## src/rtl/env_ctl.sv

```systemverilog
// Envelope sequencer: free-running step divider, IDLE/ARM/RUN note FSM and a
// two-stage sample x envelope x velocity pipeline.
module env_ctl #(
    parameter int PCM_QUANT = 16,
    parameter int ENV_DIV   = 65536,
    parameter int ENV_STEPS = 3072
) (
    input  logic                        clk,
    input  logic                        rst_n,
    input  logic                        note_valid,
    input  logic [7:0]                  note_vel,
    output logic                        note_ready,
    output logic                        env_tick,
    output logic                        env_clr,
    input  logic [PCM_QUANT-2:0]        env_y,
    input  logic signed [PCM_QUANT-1:0] smp,
    input  logic                        smp_valid,
    output logic signed [PCM_QUANT-1:0] y,
    output logic                        y_valid,
    output logic                        busy
);

    localparam int DW = (ENV_DIV > 1) ? $clog2(ENV_DIV) : 1;
    localparam int SW = (ENV_STEPS > 1) ? $clog2(ENV_STEPS) : 1;
    localparam int PW = 2 * PCM_QUANT - 1;
    localparam int MW = PCM_QUANT + 9;

    typedef enum logic [1:0] {IDLE, ARM, RUN} state_t;

    state_t          state;
    logic [DW-1:0]   div;
    logic [SW-1:0]   step;
    logic [7:0]      vel_q;
    logic            accept;

    logic [PW-1:0]   p1;
    logic [7:0]      vel1;
    logic            v1;
    logic [2*PCM_QUANT-1:0] prod1;
    logic [PCM_QUANT-1:0]   p1_hi;
    logic [MW-1:0]          prod2;

    always_ff @(posedge clk or negedge rst_n) begin
        if (!rst_n) begin
            div <= '0;
        end else if (div == DW'(ENV_DIV - 1)) begin
            div <= '0;
        end else begin
            div <= div + 1'b1;
        end
    end

    assign env_tick = (div == DW'(ENV_DIV - 1));
    assign accept   = note_valid && note_ready;

    // Outputs are registered with the state so they change together with it.
    always_ff @(posedge clk or negedge rst_n) begin
        if (!rst_n) begin
            state      <= IDLE;
            step       <= '0;
            vel_q      <= '0;
            env_clr    <= 1'b0;
            busy       <= 1'b0;
            note_ready <= 1'b1;
        end else begin
            case (state)
                IDLE: begin
                    if (accept) begin
                        state      <= ARM;
                        vel_q      <= note_vel;
                        env_clr    <= 1'b1;
                        busy       <= 1'b1;
                        note_ready <= 1'b0;
                    end
                end
                ARM: begin
                    if (env_tick) begin
                        state      <= RUN;
                        step       <= '0;
                        env_clr    <= 1'b0;
                        note_ready <= 1'b1;
                    end
                end
                RUN: begin
                    // A retrigger wins over the final-step exit to IDLE.
                    if (accept) begin
                        state      <= ARM;
                        vel_q      <= note_vel;
                        env_clr    <= 1'b1;
                        note_ready <= 1'b0;
                    end else if (env_tick) begin
                        if (step == SW'(ENV_STEPS - 1)) begin
                            state <= IDLE;
                            busy  <= 1'b0;
                        end else begin
                            step <= step + 1'b1;
                        end
                    end
                end
                default: begin
                    state      <= IDLE;
                    env_clr    <= 1'b0;
                    busy       <= 1'b0;
                    note_ready <= 1'b1;
                end
            endcase
        end
    end

    // Operands are extended to full width so a plain product keeps correct
    // two's-complement low bits; the slices below act as floor shifts.
    assign prod1 = {{PCM_QUANT{smp[PCM_QUANT-1]}}, smp} * {{(PCM_QUANT + 1){1'b0}}, env_y};
    assign p1_hi = p1[PW-1:PCM_QUANT-1];
    assign prod2 = {{9{p1_hi[PCM_QUANT-1]}}, p1_hi} * {{PCM_QUANT{1'b0}}, 1'b0, vel1};

    always_ff @(posedge clk or negedge rst_n) begin
        if (!rst_n) begin
            p1      <= '0;
            vel1    <= '0;
            v1      <= 1'b0;
            y       <= '0;
            y_valid <= 1'b0;
        end else begin
            v1      <= smp_valid;
            y_valid <= v1;
            if (smp_valid) begin
                p1   <= prod1[PW-1:0];
                vel1 <= (state == RUN) ? vel_q : 8'd0;
            end
            if (v1) begin
                y <= $signed(prod2[PCM_QUANT+7:8]);
            end
        end
    end

endmodule

```

## config.mk

```make
export PLATFORM = sky130hd
export DESIGN_NAME = env_ctl
export DESIGN_NICKNAME = d
export VERILOG_FILES = /design/src/rtl/env_ctl.sv
export SDC_FILE = /design/constraint.sdc
export NUM_CORES = 1
export LEC_CHECK = 0
export CAP_MARGIN = 20
export CORE_MARGIN = 4
export CORE_UTILIZATION = 55
export DETAILED_ROUTE_END_ITERATION = 7
export PLACE_DENSITY_LB_ADDON = 0.25
export SETUP_SLACK_MARGIN = 0.02
export SYNTH_ARGS = -nofsm -noshare
export SYNTH_HDL_FRONTEND = slang
export SYNTH_SLANG_ARGS = --single-unit
```

## constraint.sdc

```tcl
create_clock -name clk -period 10.63 [get_ports clk]
set_input_delay 1.5945 -clock clk [delete_from_list [all_inputs] [get_ports clk]]
set_output_delay 1.5945 -clock clk [all_outputs]
set_load 0.005 [all_outputs]
```

# == Word-level counts from Yosys, hierarchy flattened ==
# Cells that the tools add are included.
# word_totals
ff_bits,98
input_bits,43
out_inout_bits,21
elab_cells,62
# classes
add_sub_neg,2
multipliers,2
eq_ne,13
mux,23
bitwise,1
n_reduce_logical,9
# op_table
cell,n
$mux 12,4
$mul 16x16->31,1
$mul 16x9->24,1
$pmux 12 s2,1
$add 16x1->16 const B,1
$eq 16x16->1 const B,1
$mux 16,1
$add 12x1->12 const B,1
$eq 12x12->1 const B,1
$ne 2x2->1 const B,6
$mux 2,5
$reduce_and 5->1,2
$mux 8,1
$mux 1,7
$ne 3x3->1 const B,2
$pmux 2 s3,1
$pmux 1 s2,2
$reduce_and 2->1,2
$reduce_and 4->1,1
$pmux 1 s3,1
$eq 2x1->1 const B,1
$eq 2x2->1 const B,1
$logic_not 2->1,1
$ne 2x1->1 const B,1
other kinds (4),4

# == Depth between registers and ports, before layout ==
# Gate-level depths: netlist of run 1.
# logic_depth
ltp_word,5
depth_mapped,23
depth_no_buf,23

# == Worst setup path after synthesis of run 1 ==
# OpenSTA, ideal clock, no wires.
# synth_path
kind,input port to flip-flop
from,input port smp[15]
to,register p1[28]
setup_ns,0.104
arrival_ns,7.196
required_time_ns,10.526
path_slack_ns,3.330
cell_stages,20
n_path_buf,1
path_cell_list,clkbuf_1 nand2_1 fa_1 inv_1 fa_1 fa_1 fa_1 fa_1 inv_1 fa_1 inv_1 ha_1 a21oi_1 nor2_1 a211oi_1 o21ai_0 o41ai_4 o211ai_2 a2111o_1 o311ai_1
# synth_via
elab_chain_cells,1
# synth_lines
item,line_no,source
from (decl),16,"input logic signed [PCM_QUANT-1:0] smp,"
$mul 16x16->31,112,"assign prod1 = {{PCM_QUANT{smp[PCM_QUANT-1]}}, smp} * {{(PCM_QUANT + 1){1'b0}}, env_y};"
to (signal assigned),127,p1 <= prod1[PW-1:0];
to (decl),36,logic [PW-1:0] p1;
# No other way between the ends.
# A chain may end at the register's enable or synchronous reset.

# == Final worst setup path of run 1 ==
# layout_path
from,input port env_y[1]
to,register p1[29]
# layout_via
elab_chain_cells,1
# layout_lines
item,line_no,source
from (decl),15,"input logic [PCM_QUANT-2:0] env_y,"
$mul 16x16->31,112,
# No other way between the ends.

==> impl_metrics.tcl, run 1 <==
set metrics [dict create \
    outcome "finished, final reports clean" \
    grt_pass1_vias 12200 \
    finalCriticalPeriod_ns 8.01 \
    ioPinCount 64 \
    synth_area_leaders "fa_1 41%, dfrtp_1 13%, inv_1 9.4%" \
    clock_latency_ns 0.35 \
    synth.most_common_cell "inv_1" \
    placedCellCount 2122 \
    dieArea_um2 32600 \
    synth_top_family_by_area "adder cells" \
    p_leak_nw 9.04 \
    dp_hpwl_um 27800 \
    rsz0062_at_grt "false" \
    drt.antenna.violating_nets 0 \
    worstPathRequired_ns 10.87 \
    die_w_um 181 \
    ys_types 54 \
    yosysTopAreaCellShare 0.415 \
    cpMaxStageDelayCell "clkdlybuf4s50_1" \
    holdBufCountCts 0 \
    antenna_found_initial 0 \
    slew_headroom 0.470 \
    detail_route.first_pass.iterations 5 \
    hold_viol 0 \
    worstMarginPinSlew_ns 0.792 \
    synth_compound_gate_area_share 0.0494 \
    power_w 0.00483 \
    synth_mux_area_frac 0.0179 \
    final.period_utilization 0.754 \
    synthAdderAreaFrac 0.507 \
    grt_max_degree 84 \
    path_clk_slew_ns 0.07 \
    coreArea_um2 29000 \
    num_rows 62 \
    h-tree-depth 3 \
    post_cts_buffers 0 \
    path_class "in -> reg" \
    synthArstFlopShare 1.00 \
    cts_tree "yes" \
    synth_edf_count 0 \
    worstSetupStartpointType "input port" \
    yosysWarnings 0 \
    globalplace.congestion 0.848 \
    path_max_fanout 16 \
    arrival_ns 8.25 \
    final_util 0.609 \
    syn_avg_cell_area_um2 9.50 \
    detail_route.wl_per_cell_um 15.4 \
    antenna_cells 0 \
    min_path_type "reg -> reg" \
    syn-cell-area_um2 16400 \
    track_usage 0.214 \
    grt_pass1_wl_um 58300 \
    dr_total_vias 11100 \
    cpPeakStageDelay_ns 0.85 \
    syn_inst 1723 \
    fp.dieH_um 181 \
    port_buffers 63 \
    clock_sinks 83 \
    crit_top_cell "fa_1" \
    nets 2253 \
    synth_nets 2226 \
    powerDensity_nw_per_um2 273 \
    clock_skew_ns 0.00948 \
    cts_inserted_buffers 9 \
    timing.fmax_mhz 125 \
    cap_violations 0 \
    synthXorXnorAreaFrac 0.0321 \
    peakVddDrop_mv 0.320 \
    yosys_register_bits 83 \
    first_iter_violations 579 \
    synth_common_cells "409 x inv_1, 339 x fa_1, 212 x nand2_1" \
    finalSetupViolations 0 \
    start_util 0.564 \
    drc 0 \
    cts_buffer_depth 2 \
    cts_root_buf "clkbuf_16" \
    setup_tns_ns 0 \
    area_growth_pct 7.95 \
    fin_cells 2139 \
    cp-end-kind "register" \
    maxSlewViolCount 0 \
    synth_area_leader_cell "fa_1" \
    via_per_inst 5.20 \
    cts.repair.resized 0 \
    path_cells "clkdlybuf4s50_1 -> nand2_1 -> fa_1 -> inv_1 -> fa_1 -> fa_1 -> fa_1 -> fa_1 -> inv_1 -> fa_1 -> inv_1 -> ha_1 -> nand2_1 -> nor2_1 -> a211oi_1 -> o21ai_0 -> o41ai_4 -> o211ai_2 -> and4b_1 -> a211o_1" \
    drt_wl_total_um 32900 \
    synthSimpleGateAreaFrac 0.161 \
    hold_ws_ns 0.456 \
    ys_seq_area_frac 0.127 \
    ys.flop_type "dfrtp_1" \
    gr-total-overflow 0 \
    layout-drive-gt1-share 0.0348 \
]
## cells by family after synthesis
family,after synthesis
compound gates,111
xor+xnor,60
fa+ha+maj,460
buf+inv,461
flops,83
mux,26
simple gates,522
## metrics by stage
stage | instance area [µm²] | setup slack, ns
2_1_floorplan | 16400 | 3.33
3_3_place_gp | 17300 | 2.33
3_5_place_dp | 17300 | 2.23
4_1_cts | 17600 | 2.62
5_1_grt | 17700 | 2.20
6_report | 17700 | 2.62
## final cells by class
class	count	area, µm²
timing repair buffer	67	678
inverter	410	1540
multi-input combinational	1179	12600
clock inverter	7	109
clock buffer	9	225
tap	384	480
fill	2483	11300
sequential	83	2080
## placed cells by master, fill, tap and decap left out, types with 5 or more instances in the layout
master	count
nor2b_1	5
and3_1	9
xnor2_1	35
clkdlybuf4s50_1	62
inv_1	409
nand4_1	13
nor2_1	39
dfrtp_1	82
o211ai_1	6
mux2_2	26
a21o_1	8
fa_1	339
xor2_1	25
nor3_1	8
o21ai_0	21
a21oi_1	26
ha_1	121
nand3_1	16
clkbuf_16	9
o2bb2ai_1	8
o21bai_1	7
nand2_1	212
o31ai_1	5
and2_1	203
## worst paths after layout
check | start | end | slack [ns] | cells past startpoint
worst max-delay path | env_y[1] | p1[29] | 2.62 | 20
worst min-delay path | div[0] | div[0] | 0.46 | 1
worst max register to register | vel1[0] | y[10] | 5.39 | 17
worst min register to register | div[0] | div[0] | 0.46 | 1
max in group asynchronous | rst_n | note_ready | 8.93 | 2
min in group asynchronous | rst_n | y[1] | 1.08 | 1
## power by group
part | internal, W | leakage (nW) | switching [W]
clock | 0.000211 | 0.164 | 0.000139
sequential | 0.000378 | 1.09 | 0.0000804
combinational | 0.00180 | 7.79 | 0.00222
## metal layers
layer,up-vias,track usage,share of wire
li1,5191,-,-
met1,5648,0.307,0.46
met2,265,0.360,0.48
met3,19,0.0281,0.050
met4,0,0.0324,0.0073
met5,-,0,0
## sequential cells by signal, summed over array words and instances, names as in the netlist
register,flops
vel_q,8
v1,1
note_ready,1
y_valid,1
busy,1
env_clr,1
vel1,8
step,12
div,16
y,16
state,2
p1,16
## critical path, delay by kind of cell
family / cells / cell delay [ns]
and+or+nand+nor: 4 / 0.65
AOI/OAI and AO/OA: 5 / 1.38
adders and majority gates: 7 / 3.52
buffers and inverters: 4 / 1.09
Note: power is estimated with default switching activity, not from simulation.
==> inputs of run 2 (changes only) <==
==> constraint.sdc (replaced) <==
create_clock -name clk -period 6.47 [get_ports clk]
set_input_delay 0.9705 -clock clk [delete_from_list [all_inputs] [get_ports clk]]
set_output_delay 0.9705 -clock clk [all_outputs]
set_load 0.005 [all_outputs]
==> run 2 against run 1 <==
- via count rose by 6.5%
- critical path depth rose by 3
- sequential share of layout area fell by 1.0 points
- wire length rose by 11%
- cell area rose by 9.7%
- global-route usage rose by 1.7 points
- flip-flop and latch count did not move
- non-clock buffer count rose by 172
- combinational power rose by 140%
- setup slack got worse by 2.5 ns
- total power rose by 130%
- utilization rose by 5.9 points
==> impl_metrics.tcl, run 2 (synthesis gave the netlist of run 1 again) <==
set metrics [dict create \
    arrival_ns 6.54 \
    worstPathRequired_ns 6.69 \
    detail_route.first_pass.iterations 5 \
    first_iter_violations 622 \
    coreArea_um2 29000 \
    cts_root_buf "clkbuf_16" \
    dp_hpwl_um 30000 \
    clock_sinks 83 \
    placedCellCount 2260 \
    drc 0 \
    nets 2425 \
    clock_latency_ns 0.35 \
    track_usage 0.231 \
    cp-end-kind "register" \
    cts_inserted_buffers 9 \
    drt_wl_total_um 36400 \
    dieArea_um2 32600 \
    top_layer "met4" \
    peakVddDrop_mv 0.611 \
    dr_total_vias 11800 \
    grt_max_degree 66 \
    via_per_inst 5.12 \
    wl_met1_um 16100 \
    layout-drive-gt1-share 0.179 \
    cts_buffer_depth 2 \
    outcome "finished, final reports clean" \
    finalCriticalPeriod_ns 6.32 \
    hold_ws_ns 0.455 \
    power_w 0.0111 \
    timing.fmax_mhz 158 \
    detail_route.wl_per_cell_um 15.8 \
    die_w_um 181 \
    cap_violations 0 \
    final.period_utilization 0.976 \
    finalSetupViolations 0 \
    holdBufCountCts 0 \
    p_leak_nw 10.0 \
    layout_commonest_cell "inv_1" \
    port_buffers 63 \
    powerDensity_nw_per_um2 573 \
    path_class "in -> reg" \
    grt_pass1_vias 13200 \
    drt.antenna.violating_nets 0 \
    worstMarginPinSlew_ns 0.800 \
    slew_headroom 0.465 \
    path_max_fanout 9 \
    antenna_found_initial 0 \
    met2_length_um 18300 \
    cts_tree "yes" \
    fin_cells 2311 \
    globalplace.congestion 0.932 \
    gr-total-overflow 0 \
    reg_top3 "div x16, p1 x16, y x16" \
    worstSetupStartpointType "input port" \
    maxSlewViolCount 0 \
    area_growth_pct 18.5 \
    hold_viol 0 \
    num_rows 62 \
    most-common-layout-cells "395 x inv_1, 320 x fa_1, 205 x nand2_1, 188 x and2_1, 151 x buf_4" \
    min_path_type "reg -> reg" \
    dr_wl_met3_um 1610 \
    path_clk_slew_ns 0.07 \
    clock_skew_ns 0.00978 \
    grt_pass1_wl_um 62700 \
    ioPinCount 64 \
    fp.dieH_um 181 \
    antenna_cells 0 \
    h-tree-depth 3 \
    start_util 0.564 \
]
-- run 2: final cells by class --
| cell class | instances | area, µm² |
|---|---|---|
| flip-flops and latches | 83 | 2080 |
| well taps | 384 | 480 |
| clock buffers | 10 | 239 |
| repair buffers | 239 | 2030 |
| fillers | 2261 | 9620 |
| inverters | 410 | 1540 |
| multi-input cells | 1179 | 12900 |
| clock inverters | 6 | 71.3 |
-- run 2: routing by layer --
metal	vias to the layer above	global-route usage
met3	44	0.0309
li1	5538	-
met1	6008	0.317
met4	0	0.0408
met2	251	0.401
met5	-	0
-- run 2: repair_timing --
action,CTS,global route
pin swaps,33,71
gates cloned,3,1
resized for setup,79,146
setup endpoints to repair,12,12
setup buffers,15,16
-- run 2: through the flow --
stage           util  cell area, µm²  setup TNS [ns]  worst slack [ns]
2_1_floorplan      -           16400               0            0.0293
3_3_place_gp   0.634           18400           -6.49            -0.640
3_5_place_dp   0.634           18400           -8.07            -0.783
4_1_cts        0.658           19100               0            0.0201
5_1_grt        0.668           19400         -0.0239           -0.0153
6_report       0.668           19400               0             0.155
-- run 2: report_power, final --
group,switching [W],internal (W),total [W],leakage [nW]
clock,0.000220,0.000313,0.000533,0.146
combinational,0.00471,0.00512,0.00983,8.76
sequential,0.000125,0.000621,0.000747,1.09
total,0.00505,0.00606,0.0111,10.0
-- run 2: path summary, 6_finish.rpt --
| path | to | from | depth (start not counted) | slack [ns] |
|---|---|---|---|---|
| setup / recovery | p1[22] | smp[6] | 23 | 0.15 |
| max in group asynchronous | step[3] | rst_n | 2 | 4.89 |
| setup reg to reg | y[14] | vel1[1] | 17 | 1.24 |
| hold reg to reg | div[0] | div[0] | 1 | 0.45 |
| hold / removal | div[0] | div[0] | 1 | 0.45 |
| min in group asynchronous | y[1] | rst_n | 1 | 0.51 |
-- run 2: critical path, stage by stage --
cell and delay, ns:
buf_2 0.18, and2_1 0.20, fa_1 0.57, inv_2 0.05, fa_2 0.46, fa_1 0.54, inv_1 0.05, fa_1 0.45
fa_1 0.49, inv_1 0.05, fa_1 0.48, inv_2 0.04, ha_4 0.21, nand2_2 0.06, nand4_1 0.11, a311oi_2 0.25
buf_4 0.18, buf_6 0.10, o31ai_4 0.05, a21oi_2 0.14, o21bai_1 0.11, or4_1 0.52, a32o_2 0.26
==> inputs of run 3 (changes only) <==
--- a/config.mk
+++ b/config.mk
@@ -9,7 +9,7 @@
 export CORE_MARGIN = 4
 export CORE_UTILIZATION = 55
 export DETAILED_ROUTE_END_ITERATION = 7
-export PLACE_DENSITY_LB_ADDON = 0.25
+export PLACE_DENSITY = 0.86
 export SETUP_SLACK_MARGIN = 0.02
 export SYNTH_ARGS = -nofsm -noshare
 export SYNTH_HDL_FRONTEND = slang
==> run 3 against run 2 <==
- flip-flop and latch count is the same
- worst hold slack gained 0.042 ns
- critical path type unchanged
- fmax shrank 2.6%
- via count grew 5.1%
- global-route usage grew 1.3 points
- clock skew shrank 0.0024 ns
- critical path depth grew 1
- clock-buffer cell count is the same
- first-iteration DRC count grew 30%
- the run now ends with design-rule violations, negative setup slack left
- register-to-register slack lost 0.05 ns
- setup slack lost 0.17 ns
- largest cell class unchanged
- wire length grew 10%
==> impl_metrics.tcl, run 3 (synthesis gave the netlist of run 1 again) <==
set metrics [dict create \
    hold_path_depth 2 \
    area_growth_pct 17.4 \
    reg2reg_slack_ns 1.19 \
    dieArea_um2 32600 \
    ioPinCount 64 \
    clock_sinks 83 \
    dr_total_vias 12400 \
    maxSlewViolCount 0 \
    drt.antenna.violating_nets 0 \
    detail_route.wl_per_cell_um 17.4 \
    reg_top3 "div x16, p1 x16, y x16" \
    worstSetupStartpointType "input port" \
    clock_latency_ns 0.34 \
    first_iter_violations 810 \
    violations "design-rule violations, negative setup slack" \
    track_usage 0.244 \
    h-tree-depth 3 \
    hold_viol 0 \
    coreArea_um2 29000 \
    drt_wl_total_um 40200 \
    drc 1 \
    layout_commonest_cell "inv_1" \
    met1_usage 0.304 \
    via_per_inst 5.40 \
    die_w_um 181 \
    worstPathRequired_ns 6.71 \
    rsz0062_at_grt "true" \
    start_util 0.564 \
    setup_ws_ns -0.0165 \
    port_buffers 63 \
    cts_tree "yes" \
    slew_headroom 0.446 \
    grt_pass1_wl_um 66100 \
    cts_inserted_buffers 9 \
    timing.fmax_mhz 154 \
    finalSetupViolations 2 \
    outcome "finished with violations" \
    grt_busiest_layer "met2" \
    cp-end-kind "register" \
    cap_violations 0 \
    finalCriticalPeriod_ns 6.49 \
    most-common-layout-cells "397 x inv_1, 323 x fa_1, 204 x nand2_1, 197 x and2_1, 143 x buf_4" \
    dp_hpwl_um 30800 \
    globalplace.congestion 0.939 \
    nets 2420 \
    grt_max_degree 57 \
    num_rows 62 \
    grt_pass1_vias 14100 \
    final.period_utilization 1.00 \
    path_max_fanout 4 \
    met3_usage 0.0305 \
    arrival_ns 6.72 \
    hold_ws_ns 0.497 \
    worstMarginPinSlew_ns 0.828 \
    clock_skew_ns 0.00735 \
    cts_root_buf "clkbuf_16" \
    cts_buffer_depth 2 \
    detail_route.first_pass.iterations 8 \
    r2r_cells 17 \
    min_path_type "reg -> reg" \
    grt_util_met2 0.441 \
    gr-total-overflow 0 \
    path_class "in -> reg" \
    antenna_found_initial 0 \
    fp.dieH_um 181 \
    antenna_cells 0 \
    layout-drive-gt1-share 0.166 \
    path_clk_slew_ns 0.06 \
]
run 3: changes by cell type in the layout (fill, tap and decap cells not counted), sizes merged:
cell,delta
bufbuf,-1
clkbuf,+6
clkdlybuf4s15,+1
buf,-10
dlymetal6s2s,-1
run 3: worst max-delay path: stages:
cell      delay [ns]
buf_8           0.10
buf_6           0.11
and2_4          0.15
fa_1            0.56
inv_2           0.06
fa_2            0.44
fa_1            0.59
inv_2           0.06
fa_1            0.52
fa_1            0.53
inv_2           0.05
fa_1            0.54
inv_2           0.05
ha_4            0.25
nand2_4         0.06
nand4_1         0.11
a311oi_2        0.27
buf_4           0.17
nor3b_4         0.06
o41ai_4         0.21
buf_4           0.21
o211ai_4        0.10
a2111o_1        0.45
o311ai_2        0.09
run 3: worst paths after layout:
check	start	to
worst max-delay path	smp[8]	p1[28]
min in group asynchronous	rst_n	y[1]
worst min register to register	y[11]	y[11]
worst min-delay path	y[11]	y[11]
worst max register to register	vel1[0]	y[14]
max in group asynchronous	rst_n	vel1[3]
run 3: final cells by class:
class / instances / area [µm²]
multi-input cells: 1179 / 12900
fillers: 1990 / 9790
flip-flops and latches: 83 / 2080
repair buffers: 234 / 1950
inverters: 410 / 1540
well taps: 384 / 480
clock buffers: 10 / 229
clock inverters: 6 / 71.3
run 3: per-stage QoR:
step	std cells	setup TNS [ns]	setup slack, ns	instance area (µm²)	util
after floorplan	1723	0	0.0293	16400	-
after CTS	2295	0	0.0275	19000	0.656
after global routing	2306	-0.611	-0.138	19200	0.662
final	2306	-0.0167	-0.0165	19200	0.662
after detailed placement	2264	-8.26	-0.745	18400	0.635
after global placement	2264	-5.79	-0.582	18400	0.635
run 3: per-layer routing:
layer,vias to the layer above,wire (µm)
li1,5534,-
met1,6274,15300
met5,-,0
met3,109,2570
met4,0,1250
met2,529,21100
run 3: repair_timing:
item	in CTS	in global routing
hold buffers	0	0
gates cloned	6	0
resized for setup	87	113
setup buffers	10	11
pin swaps	38	50
hold endpoints to repair	0	0
endpoints found under the setup margin	12	12
Power of run 3 is not shown: default switching activity piles up to over one toggle a cycle in this logic, so the estimate is an artifact.
